<file path="config.mk">
export PLATFORM = sky130hd
export DESIGN_NAME = imem_rot_ctrl_flat
export DESIGN_NICKNAME = d
export VERILOG_FILES = /design/src/rtl/imem_rot_ctrl_if.sv /design/src/rtl/imem_rot_ctrl.sv /design/src/flat_wrapper.sv
export SDC_FILE = /design/constraint.sdc
export NUM_CORES = 1
export LEC_CHECK = 0
export ABC_AREA = 1
export CAP_MARGIN = 30
export CORE_ASPECT_RATIO = 0.9
export CORE_MARGIN = 1.5
export CORE_UTILIZATION = 45
export DETAILED_ROUTE_END_ITERATION = 12
export GPL_ROUTABILITY_DRIVEN = 0
export PLACE_DENSITY = 0.71
export SETUP_SLACK_MARGIN = 0.1
export SLEW_MARGIN = 30
export SYNTH_ARGS = -nofsm -noshare
export SYNTH_HDL_FRONTEND = slang
export SYNTH_SLANG_ARGS = --single-unit
</file>
<file path="constraint.sdc">
create_clock -name I_IMC_HCLK -period 13.58 [get_ports I_IMC_HCLK]
set_input_delay 2.716 -clock I_IMC_HCLK [delete_from_list [all_inputs] [get_ports I_IMC_HCLK]]
set_output_delay 2.716 -clock I_IMC_HCLK [all_outputs]
set_load 0.01 [all_outputs]
</file>
<file path="src/rtl/imem_rot_ctrl_if.sv">
// imem_rot_ctrl_if: handshake and address bundle for the tile-buffer sequencer.
//   slave  : the sequencer (imem_rot_ctrl). It takes START/ROT/RVALID/OMEM_READY
//            and drives RREADY, the buffer write/read byte addresses and pixel status.
//   master : the environment (bus word source, output-memory sink, controller).
interface imem_rot_ctrl_if;
  logic       I_IMC_START;
  logic [1:0] I_IMC_ROT;
  logic       I_IMC_RVALID;
  logic       O_IMC_RREADY;
  logic       I_IMC_OMEM_READY;
  logic [7:0] O_IMC_PIXEL_IN_ADDR0;
  logic [7:0] O_IMC_PIXEL_IN_ADDR1;
  logic [7:0] O_IMC_PIXEL_IN_ADDR2;
  logic [7:0] O_IMC_PIXEL_IN_ADDR3;
  logic [7:0] O_IMC_PIXEL_OUT_ADDRB;
  logic [7:0] O_IMC_PIXEL_OUT_ADDRG;
  logic [7:0] O_IMC_PIXEL_OUT_ADDRR;
  logic       O_IMC_PIX_VALID;
  logic       O_IMC_PIX_LAST;
  logic       O_IMC_DONE;
  logic       O_IMC_BUSY;

  modport slave (
    input  I_IMC_START, I_IMC_ROT, I_IMC_RVALID, I_IMC_OMEM_READY,
    output O_IMC_RREADY,
    output O_IMC_PIXEL_IN_ADDR0, O_IMC_PIXEL_IN_ADDR1, O_IMC_PIXEL_IN_ADDR2, O_IMC_PIXEL_IN_ADDR3,
    output O_IMC_PIXEL_OUT_ADDRB, O_IMC_PIXEL_OUT_ADDRG, O_IMC_PIXEL_OUT_ADDRR,
    output O_IMC_PIX_VALID, O_IMC_PIX_LAST, O_IMC_DONE, O_IMC_BUSY
  );

  modport master (
    output I_IMC_START, I_IMC_ROT, I_IMC_RVALID, I_IMC_OMEM_READY,
    input  O_IMC_RREADY,
    input  O_IMC_PIXEL_IN_ADDR0, O_IMC_PIXEL_IN_ADDR1, O_IMC_PIXEL_IN_ADDR2, O_IMC_PIXEL_IN_ADDR3,
    input  O_IMC_PIXEL_OUT_ADDRB, O_IMC_PIXEL_OUT_ADDRG, O_IMC_PIXEL_OUT_ADDRR,
    input  O_IMC_PIX_VALID, O_IMC_PIX_LAST, O_IMC_DONE, O_IMC_BUSY
  );
endinterface

</file>
<file path="src/rtl/imem_rot_ctrl.sv">
// imem_rot_ctrl: sequencer for the BGR tile buffer.
//   FILL  : accepts NWORDS bus words, steering word n to byte addresses 4n..4n+3.
//   WAIT  : holds until the output memory can take a whole tile.
//   DRAIN : issues one pixel per cycle as B/G/R read addresses in rotated raster order.
// Ports:
//   I_IMC_HCLK   clock
//   I_IMC_HRESET async reset, active-high
//   bus          imem_rot_ctrl_if.slave (start/rot, word handshake, buffer addresses,
//                pixel valid/last, done, busy)
// Pixel status is delayed one cycle behind the read addresses to line up with the
// registered buffer output.
module imem_rot_ctrl #(
  parameter int TILE_W = 8,
  parameter int TILE_H = 8
) (
  input  logic           I_IMC_HCLK,
  input  logic           I_IMC_HRESET,
  imem_rot_ctrl_if.slave bus
);
  localparam int NPIX   = TILE_W * TILE_H;
  localparam int NWORDS = 3 * NPIX / 4;
  localparam int WCW    = (NWORDS > 1) ? $clog2(NWORDS) : 1;
  localparam int OCW    = (NPIX > 1) ? $clog2(NPIX) : 1;
  localparam int STAGES = 1;

  typedef enum logic [1:0] {S_IDLE, S_FILL, S_WAIT, S_DRAIN} state_t;

  state_t           state, nxt;
  logic [WCW-1:0]   wcnt;
  logic [OCW-1:0]   ocnt;
  logic [7:0]       orow, ocol;
  logic [1:0]       rot_q;
  logic [STAGES:0]  vld_pipe, lst_pipe;

  logic             rready, wr_acc, issue, last_pix;
  logic [7:0]       ow_last, sr, sc, baddr, wbase;

  localparam logic [7:0] W1 = 8'(TILE_W - 1);
  localparam logic [7:0] H1 = 8'(TILE_H - 1);

  // next state and per-cycle strobes
  always_comb begin
    nxt      = state;
    rready   = 1'b0;
    wr_acc   = 1'b0;
    issue    = 1'b0;
    last_pix = 1'b0;
    case (state)
      S_IDLE:  if (bus.I_IMC_START) nxt = S_FILL;
      S_FILL: begin
        rready = 1'b1;
        if (bus.I_IMC_RVALID) begin
          wr_acc = 1'b1;
          if (wcnt == WCW'(NWORDS - 1)) nxt = S_WAIT;
        end
      end
      S_WAIT:  if (bus.I_IMC_OMEM_READY) nxt = S_DRAIN;
      S_DRAIN: begin
        issue = 1'b1;
        if (ocnt == OCW'(NPIX - 1)) begin
          last_pix = 1'b1;
          nxt      = S_IDLE;
        end
      end
      default: nxt = S_IDLE;
    endcase
  end

  // rotated output width: W for 0/180, H for 90/270
  assign ow_last = rot_q[0] ? H1 : W1;

  always_ff @(posedge I_IMC_HCLK or posedge I_IMC_HRESET) begin
    if (I_IMC_HRESET) begin
      state <= S_IDLE;
      wcnt  <= '0;
      ocnt  <= '0;
      orow  <= '0;
      ocol  <= '0;
      rot_q <= '0;
    end else begin
      state <= nxt;
      case (state)
        S_IDLE: if (bus.I_IMC_START) begin
          rot_q <= bus.I_IMC_ROT;
          wcnt  <= '0;
        end
        S_FILL: if (wr_acc && wcnt != WCW'(NWORDS - 1)) wcnt <= wcnt + 1'b1;
        S_WAIT: if (bus.I_IMC_OMEM_READY) begin
          ocnt <= '0;
          orow <= '0;
          ocol <= '0;
        end
        S_DRAIN: if (!last_pix) begin
          ocnt <= ocnt + 1'b1;
          // row/col tracked alongside o so no divide is needed
          if (ocol == ow_last) begin
            ocol <= '0;
            orow <= orow + 8'd1;
          end else begin
            ocol <= ocol + 8'd1;
          end
        end
        default: ;
      endcase
    end
  end

  // out (r,c) -> source (sr,sc)
  always_comb begin
    sr = orow;
    sc = ocol;
    case (rot_q)
      2'd1: begin sr = H1 - ocol; sc = orow;        end
      2'd2: begin sr = H1 - orow; sc = W1 - ocol;   end
      2'd3: begin sr = ocol;      sc = W1 - orow;   end
      default: ;
    endcase
  end

  assign baddr = 8'(3 * (int'(sr) * TILE_W + int'(sc)));
  assign wbase = 8'(int'(wcnt) * 4);

  // status pipeline lines up with the registered buffer read
  assign vld_pipe[0] = issue;
  assign lst_pipe[0] = last_pix;

  always_ff @(posedge I_IMC_HCLK or posedge I_IMC_HRESET) begin
    if (I_IMC_HRESET) begin
      vld_pipe[STAGES:1] <= '0;
      lst_pipe[STAGES:1] <= '0;
    end else begin
      vld_pipe[STAGES:1] <= vld_pipe[STAGES-1:0];
      lst_pipe[STAGES:1] <= lst_pipe[STAGES-1:0];
    end
  end

  assign bus.O_IMC_RREADY = rready;

  // parked addresses sit above the 192-byte buffer so nothing is written or forwarded
  assign bus.O_IMC_PIXEL_IN_ADDR0 = wr_acc ? wbase         : 8'hFC;
  assign bus.O_IMC_PIXEL_IN_ADDR1 = wr_acc ? wbase + 8'd1  : 8'hFD;
  assign bus.O_IMC_PIXEL_IN_ADDR2 = wr_acc ? wbase + 8'd2  : 8'hFE;
  assign bus.O_IMC_PIXEL_IN_ADDR3 = wr_acc ? wbase + 8'd3  : 8'hFF;

  assign bus.O_IMC_PIXEL_OUT_ADDRB = issue ? baddr        : 8'd0;
  assign bus.O_IMC_PIXEL_OUT_ADDRG = issue ? baddr + 8'd1 : 8'd0;
  assign bus.O_IMC_PIXEL_OUT_ADDRR = issue ? baddr + 8'd2 : 8'd0;

  assign bus.O_IMC_PIX_VALID = vld_pipe[STAGES];
  assign bus.O_IMC_PIX_LAST  = lst_pipe[STAGES];
  assign bus.O_IMC_DONE      = lst_pipe[STAGES];
  assign bus.O_IMC_BUSY      = (state != S_IDLE) || vld_pipe[STAGES];
endmodule

</file>
<file path="src/flat_wrapper.sv">
// flat-port wrapper written by rule: the top's interface ports become plain ports
module imem_rot_ctrl_flat 
#(
  parameter int TILE_W = 8,
  parameter int TILE_H = 8
)
  (I_IMC_HCLK, I_IMC_HRESET, bus_I_IMC_START, bus_I_IMC_ROT, bus_I_IMC_RVALID, bus_I_IMC_OMEM_READY, bus_O_IMC_RREADY, bus_O_IMC_PIXEL_IN_ADDR0, bus_O_IMC_PIXEL_IN_ADDR1, bus_O_IMC_PIXEL_IN_ADDR2, bus_O_IMC_PIXEL_IN_ADDR3, bus_O_IMC_PIXEL_OUT_ADDRB, bus_O_IMC_PIXEL_OUT_ADDRG, bus_O_IMC_PIXEL_OUT_ADDRR, bus_O_IMC_PIX_VALID, bus_O_IMC_PIX_LAST, bus_O_IMC_DONE, bus_O_IMC_BUSY);
  imem_rot_ctrl_if bus_i ();
  input  logic I_IMC_HCLK;
  input  logic I_IMC_HRESET;
  input wire logic [$bits(bus_i.I_IMC_START)-1:0] bus_I_IMC_START;
  input wire logic [$bits(bus_i.I_IMC_ROT)-1:0] bus_I_IMC_ROT;
  input wire logic [$bits(bus_i.I_IMC_RVALID)-1:0] bus_I_IMC_RVALID;
  input wire logic [$bits(bus_i.I_IMC_OMEM_READY)-1:0] bus_I_IMC_OMEM_READY;
  output wire logic [$bits(bus_i.O_IMC_RREADY)-1:0] bus_O_IMC_RREADY;
  output wire logic [$bits(bus_i.O_IMC_PIXEL_IN_ADDR0)-1:0] bus_O_IMC_PIXEL_IN_ADDR0;
  output wire logic [$bits(bus_i.O_IMC_PIXEL_IN_ADDR1)-1:0] bus_O_IMC_PIXEL_IN_ADDR1;
  output wire logic [$bits(bus_i.O_IMC_PIXEL_IN_ADDR2)-1:0] bus_O_IMC_PIXEL_IN_ADDR2;
  output wire logic [$bits(bus_i.O_IMC_PIXEL_IN_ADDR3)-1:0] bus_O_IMC_PIXEL_IN_ADDR3;
  output wire logic [$bits(bus_i.O_IMC_PIXEL_OUT_ADDRB)-1:0] bus_O_IMC_PIXEL_OUT_ADDRB;
  output wire logic [$bits(bus_i.O_IMC_PIXEL_OUT_ADDRG)-1:0] bus_O_IMC_PIXEL_OUT_ADDRG;
  output wire logic [$bits(bus_i.O_IMC_PIXEL_OUT_ADDRR)-1:0] bus_O_IMC_PIXEL_OUT_ADDRR;
  output wire logic [$bits(bus_i.O_IMC_PIX_VALID)-1:0] bus_O_IMC_PIX_VALID;
  output wire logic [$bits(bus_i.O_IMC_PIX_LAST)-1:0] bus_O_IMC_PIX_LAST;
  output wire logic [$bits(bus_i.O_IMC_DONE)-1:0] bus_O_IMC_DONE;
  output wire logic [$bits(bus_i.O_IMC_BUSY)-1:0] bus_O_IMC_BUSY;
  assign bus_i.I_IMC_START = bus_I_IMC_START;
  assign bus_i.I_IMC_ROT = bus_I_IMC_ROT;
  assign bus_i.I_IMC_RVALID = bus_I_IMC_RVALID;
  assign bus_i.I_IMC_OMEM_READY = bus_I_IMC_OMEM_READY;
  assign bus_O_IMC_RREADY = bus_i.O_IMC_RREADY;
  assign bus_O_IMC_PIXEL_IN_ADDR0 = bus_i.O_IMC_PIXEL_IN_ADDR0;
  assign bus_O_IMC_PIXEL_IN_ADDR1 = bus_i.O_IMC_PIXEL_IN_ADDR1;
  assign bus_O_IMC_PIXEL_IN_ADDR2 = bus_i.O_IMC_PIXEL_IN_ADDR2;
  assign bus_O_IMC_PIXEL_IN_ADDR3 = bus_i.O_IMC_PIXEL_IN_ADDR3;
  assign bus_O_IMC_PIXEL_OUT_ADDRB = bus_i.O_IMC_PIXEL_OUT_ADDRB;
  assign bus_O_IMC_PIXEL_OUT_ADDRG = bus_i.O_IMC_PIXEL_OUT_ADDRG;
  assign bus_O_IMC_PIXEL_OUT_ADDRR = bus_i.O_IMC_PIXEL_OUT_ADDRR;
  assign bus_O_IMC_PIX_VALID = bus_i.O_IMC_PIX_VALID;
  assign bus_O_IMC_PIX_LAST = bus_i.O_IMC_PIX_LAST;
  assign bus_O_IMC_DONE = bus_i.O_IMC_DONE;
  assign bus_O_IMC_BUSY = bus_i.O_IMC_BUSY;
  imem_rot_ctrl #(.TILE_W(TILE_W), .TILE_H(TILE_H)) u_core (.I_IMC_HCLK(I_IMC_HCLK), .I_IMC_HRESET(I_IMC_HRESET), .bus(bus_i));
endmodule
</file>
# Word level (Yosys, flattened, before mapping)

Index checks and enable logic that the tools add are counted.

Add/subtract/negate cells: 12
Multipliers: 1
Divide/modulo/power cells: 0
Order comparisons: 0
Equal/unequal tests: 18
Shifts and indexed selects: 0
Mux-type cells: 34
Bitwise gates (word level): 0
Reduce and logical (&&, ||, !) cells: 11

Operator list:

| kind                                                  | count |
|---|---|
| 2-to-1 mux 8 bit                                      | 12 |
| case mux 8 bit (3 select lines)                       | 2 |
| adder 8 x 1 -> 8 bit, second input constant           | 4 |
| multiplier 3 x 32 -> 8 bit, first input constant      | 1 |
| case mux 8 bit (2 select lines)                       | 2 |
| adder 8 x 2 -> 8 bit, second input constant           | 3 |
| 2-to-1 mux 6 bit                                      | 4 |
| case mux 6 bit (2 select lines)                       | 2 |
| subtractor 3 x 8 -> 8 bit, first input constant       | 2 |
| adder 11 x 8 -> 12 bit                                | 1 |
| adder 6 x 1 -> 6 bit, second input constant           | 2 |
| == test 6 bit, second input constant                  | 2 |
| 2-to-1 mux 2 bit                                      | 5 |
| == test 2 bit, second input constant                  | 4 |
| == test 8 x 3 -> 1 bit, second input constant         | 1 |
| inequality test 2 x 1 -> 1 bit, second input constant | 4 |
| inequality test 2 bit, second input constant          | 4 |
| case mux 2 bit (4 select lines)                       | 1 |
| 2-to-1 mux 1 bit                                      | 6 |
| inequality test 6 bit, second input constant          | 1 |
| AND reduction 3 bit                                   | 2 |
| nonzero test 2 bit                                    | 3 |
| AND reduction 5 bit                                   | 1 |
| == test 2 x 1 -> 1 bit, second input constant         | 2 |
| 5 further kinds                                       | 5 |

Register bits after elaboration: 34
Latch bits: 0
RAM bits: 0
ROM bits: 0
Bits of input ports: 7
Output and inout bits: 61
Logic and storage cells: 84
Memories kept: 0

# Longest topological paths before layout

Word-level depth: 6
Depth in mapped cells: 29
Gate-level depth less buffers: 29

# Worst setup path after synthesis

Ideal clock, no wire load.

Kind: reg2out
Start: reg u_core.rot_q[0]
End: out bus_O_IMC_PIXEL_OUT_ADDRG[7]
Arrival time: 3.631 ns
Data required time: 10.864 ns
Setup slack: 7.233 ns
Cell stages (with the launch flop): 23
Cell sequence: dfrtp_1 -> buf_6 -> buf_2 -> clkbuf_1 -> o21ai_0 -> xor2_1 -> inv_1 -> ha_1 -> fa_1 -> xor2_1 -> ha_1 -> ha_1 -> nand2_1 -> or2_2 -> nand3_1 -> inv_1 -> nand3_1 -> nand2_1 -> nand2_1 -> nand2_2 -> nand2_1 -> nand2_1 -> nor2_1

Word-level cells in the longest chain between the ends: 6

Ends and longest elaborated chain:

| what                                                    | RTL line             | text |
|---|---|---|
| start, declared                                         | imem_rot_ctrl.sv:32  | `logic [1:0] rot_q;` |
| start signal, assigned                                  | imem_rot_ctrl.sv:84  | `rot_q <= bus.I_IMC_ROT;` |
| == test 2 bit or == test 2 x 1 -> 1 bit (tied branches) | imem_rot_ctrl.sv:112 | `case (rot_q)` |
| case mux 8 bit (3 select lines)                         | imem_rot_ctrl.sv:112 |  |
| adder 11 x 8 -> 12 bit (*)                              | imem_rot_ctrl.sv:120 | `assign baddr = 8'(3 * (int'(sr) * TILE_W + int'(sc)));` |
| multiplier 3 x 32 -> 8 bit (*)                          | imem_rot_ctrl.sv:120 |  |
| adder 8 x 1 -> 8 bit (*)                                | imem_rot_ctrl.sv:146 | `assign bus.O_IMC_PIXEL_OUT_ADDRG = issue ? baddr + 8'd1 : 8'd0;` |
| 2-to-1 mux 8 bit (*)                                    | imem_rot_ctrl.sv:146 |  |
| end, declared                                           | flat_wrapper.sv:21   | `output wire logic [$bits(bus_i.O_IMC_PIXEL_OUT_ADDRG)-1:0] bus_O_IMC_PIXEL_OUT_ADDRG;` |

Mark *: on every way between the ends. The rest lies on a longest branch, timed or not.

# Final worst setup path

Start: reg u_core.rot_q[1]
End: out bus_O_IMC_PIXEL_OUT_ADDRR[7]

Word-level cells in the longest chain between the ends: 6

Ends and longest elaborated chain:

| what                                                    | RTL line             | text |
|---|---|---|
| == test 2 bit or == test 2 x 1 -> 1 bit (tied branches) | imem_rot_ctrl.sv:112 |  |
| case mux 8 bit (3 select lines)                         | imem_rot_ctrl.sv:112 |  |
| adder 11 x 8 -> 12 bit (*)                              | imem_rot_ctrl.sv:120 |  |
| multiplier 3 x 32 -> 8 bit (*)                          | imem_rot_ctrl.sv:120 |  |
| adder 8 x 2 -> 8 bit (*)                                | imem_rot_ctrl.sv:147 | `assign bus.O_IMC_PIXEL_OUT_ADDRR = issue ? baddr + 8'd2 : 8'd0;` |
| 2-to-1 mux 8 bit (*)                                    | imem_rot_ctrl.sv:147 |  |
| end, declared                                           | flat_wrapper.sv:22   | `output wire logic [$bits(bus_i.O_IMC_PIXEL_OUT_ADDRR)-1:0] bus_O_IMC_PIXEL_OUT_ADDRR;` |

Marked as above.

==> impl_results.md <==
* Seq cells post-synth at 34
* DIE HEIGHT at 85.2 um
* H-tree levels at 2
* Via count at 3113
* CP dominant cell by count: nand2_1
* Top-count cell post-synth: nand2_1
* Area Growth Syn to Fin at 17.9%
* Drt pass-1 iters at 4
* Final ANT Viol Nets at 0
* Arrival @ worst endpoint at 4780 ps
* Final period utilization at 55.2%
* Synth top cells by count: nand2_1 (89), inv_1 (75), nor2_1 (42)
* FMAX at 0.133 GHz
* Sinks on Clock Net at 34
* # setup viols final at 0
* Hold_ws at 497 ps
* Worst clock skew at 2.99 ps
* Global-route usage over all layers at 19.8%
* Post-synth ARST share at 100%
* Mapped Cells at 484
* Routed len/inst at 12.3 um
* CP endpoint kind: primary output
* Ranking of synthesized cells by area: dfrtp_1 (25%), ha_1 (11%), nand2_1 (9.9%)
* Drt drc at 0
* Initial Util at 47.3%
* Critical path buffers and inverters at 5
* Slew headroom at 41.9%
* Cts hold-fix bufs at 0
* Netlist cell types at 46
* Fillcell total at 659
* Vias per cell at 5.06
* Final Hold Violating Endpoints at 0
* Minimum clock period at 7500 ps
* Grt ovf at 0
* Root buffer selected by CTS: clkbuf_8
* CP delay by family, top: simple AND/OR/NAND/NOR gates
* Drt total wl at 7.54 mm
* CP max stage cell: dfrtp_1
* IO buf count at 59
* Full die area at 0.00805 sq mm
* Post-synth top area share at 25.2%
* Num CTS Buffers at 5
* Initial antenna violation count at 0
* Post-synth EDFFs at 0
* Layout net count at 559
* Most area-hungry cell type in the Yosys netlist: dfrtp_1
* Post-cts repair resize count at 0
* DR iter-0 viols at 211
* N_diodes at 0
* Avg Synthesized Cell Area at 6.99 sq um
* Clk buf depth at 2
* Postcts setup bufs at 0
* HP Class: register to register
* TritonCTS clock tree: built
* Crit path kind: register to primary output
* Startpoint Class: register
* Synth Flop Type: dfrtp_1
* Ys Warns at 0
* Max-slew violation count at 0
* Register-to-register setup slack at 11050 ps
* Latest clock arrival within the worst-skew pair at 290 ps
* Tightest Pin Transition at 872 ps
* Slowest cell delay on critical path at 620 ps
* Sequential fraction of the synthesis area at 25.2%
* RSZ-0062 raised after global routing: no
* Vias in the first global route at 2899
* Highest net fanout along the worst path at 12
* Max Cap Viol at 0
* CP Data Required Time at 10860 ps
* Row cnt at 29
* Share of post-route cells with drive strength above 1 at 7.85%
* Status: finished, final reports clean
* Largest net degree at the start of global routing at 35
* CTS clk-pin slew, worst paths at 80 ps
* HPWL Detailed at 6.01 mm
* Setup TNS at 0 ps
* Top-Level Pins at 68
* Mapped Area at 0.00338 sq mm
* First-pass GRT wire length at 12.9 mm
* Core Area at 0.00715 sq mm
* Chip width at 94.4 um
metal layers:
layer,up-vias,share of wire (%),global-route usage [%],wire [um]
met5,-,0,0,0
met4,0,1.5,5.97,116
met3,11,4.9,3.14,369
met2,79,48,34.2,3600
met1,1421,46,25.3,3450
li1,1602,-,-,-
area by class of cell:
cell class | count | area, sq um | area share (%)
clock buffers | 6 | 82.6 | 2.07
clock inverters | 2 | 60.1 | 1.51
inverters | 80 | 303 | 7.60
multi-input cells | 340 | 1980 | 49.6
flip-flops and latches | 34 | 851 | 21.3
well taps | 93 | 116 | 2.92
repair buffers | 60 | 598 | 15.0
flip-flops by register name, summed over array words and instances, names as in the netlist:
signal,flops
u_core.bus.O_IMC_DONE,1
u_core.wcnt,6
u_core.rot_q,2
u_core.ocol,8
u_core.state,2
u_core.bus.O_IMC_PIX_VALID,1
u_core.ocnt,6
u_core.orow,8
cell families (layout without fill, tap and decap cells):
family | after synthesis | in the layout | synth area share (%)
buffers and inverters | 116 | 148 | 17.1
DFF | 34 | 34 | 25.2
AOI/OAI and AO/OA | 78 | 78 | 12.9
adders and majority gates | 31 | 31 | 11.9
and+or+nand+nor | 213 | 213 | 29.9
muxes | 1 | 1 | 0.444
xor gates and xnor gates | 9 | 9 | 2.33
other | 2 | 8 | 0.222
cells in the final DEF, fill, tap and decap left out, types with 3 or more instances in the layout:
master / instances
clkbuf_8: 6
nor3_1: 12
xor2_1: 7
nand2_2: 7
dfrtp_1: 34
inv_1: 75
or2_2: 5
nor2_2: 3
nor2_1: 42
inv_2: 4
nand4_1: 4
conb_1: 8
ha_1: 29
nand3_2: 3
o21ai_0: 38
a21oi_1: 24
nand3_1: 33
clkdlybuf4s50_1: 59
nand2_1: 89
nand3b_1: 3
worst paths after layout:
| kind | startpoint | endpoint | cells past startpoint |
|---|---|---|---|
| worst max-delay path | u_core.rot_q[1]$_DFFE_PP0P_ | bus_O_IMC_PIXEL_OUT_ADDRR[7] | 25 |
| worst min-delay path | u_core.ocol[7]$_DFFE_PP0P_ | u_core.ocol[7]$_DFFE_PP0P_ | 1 |
| worst min register to register | u_core.ocol[7]$_DFFE_PP0P_ | u_core.ocol[7]$_DFFE_PP0P_ | 1 |
| min in group asynchronous | I_IMC_HRESET | u_core.orow[5]$_DFFE_PP0P_ | 3 |
| worst max register to register | u_core.state[0]$_DFFE_PP0P_ | u_core.orow[1]$_DFFE_PP0P_ | 10 |
| max in group asynchronous | I_IMC_HRESET | u_core.wcnt[0]$_DFFE_PP0P_ | 3 |
per-stage QoR:
stage          cells  area [sq um]  worst slack [ps]  utilization, %
2_1_floorplan    490          3400              7230               -
3_3_place_gp     607          3840              6580            53.8
3_5_place_dp     607          3840              6470            53.8
4_1_cts          615          3990              6090            55.8
5_1_grt          615          3990              5600            55.8
6_report         615          3990              6080            55.8
worst register-to-register path, stage by stage, from the launching register on:
cell and delay, ps:
dfrtp_1 380, ha_1 740, inv_2 320, nand2_1 130, nand2_1 70, nand2_2 250
inv_4 100, nand2_8 120, inv_1 110, nand3_1 80, o21ai_0 100
Power is not shown: default switching activity piles up to over one toggle a cycle in this logic, so the estimate is an artifact.
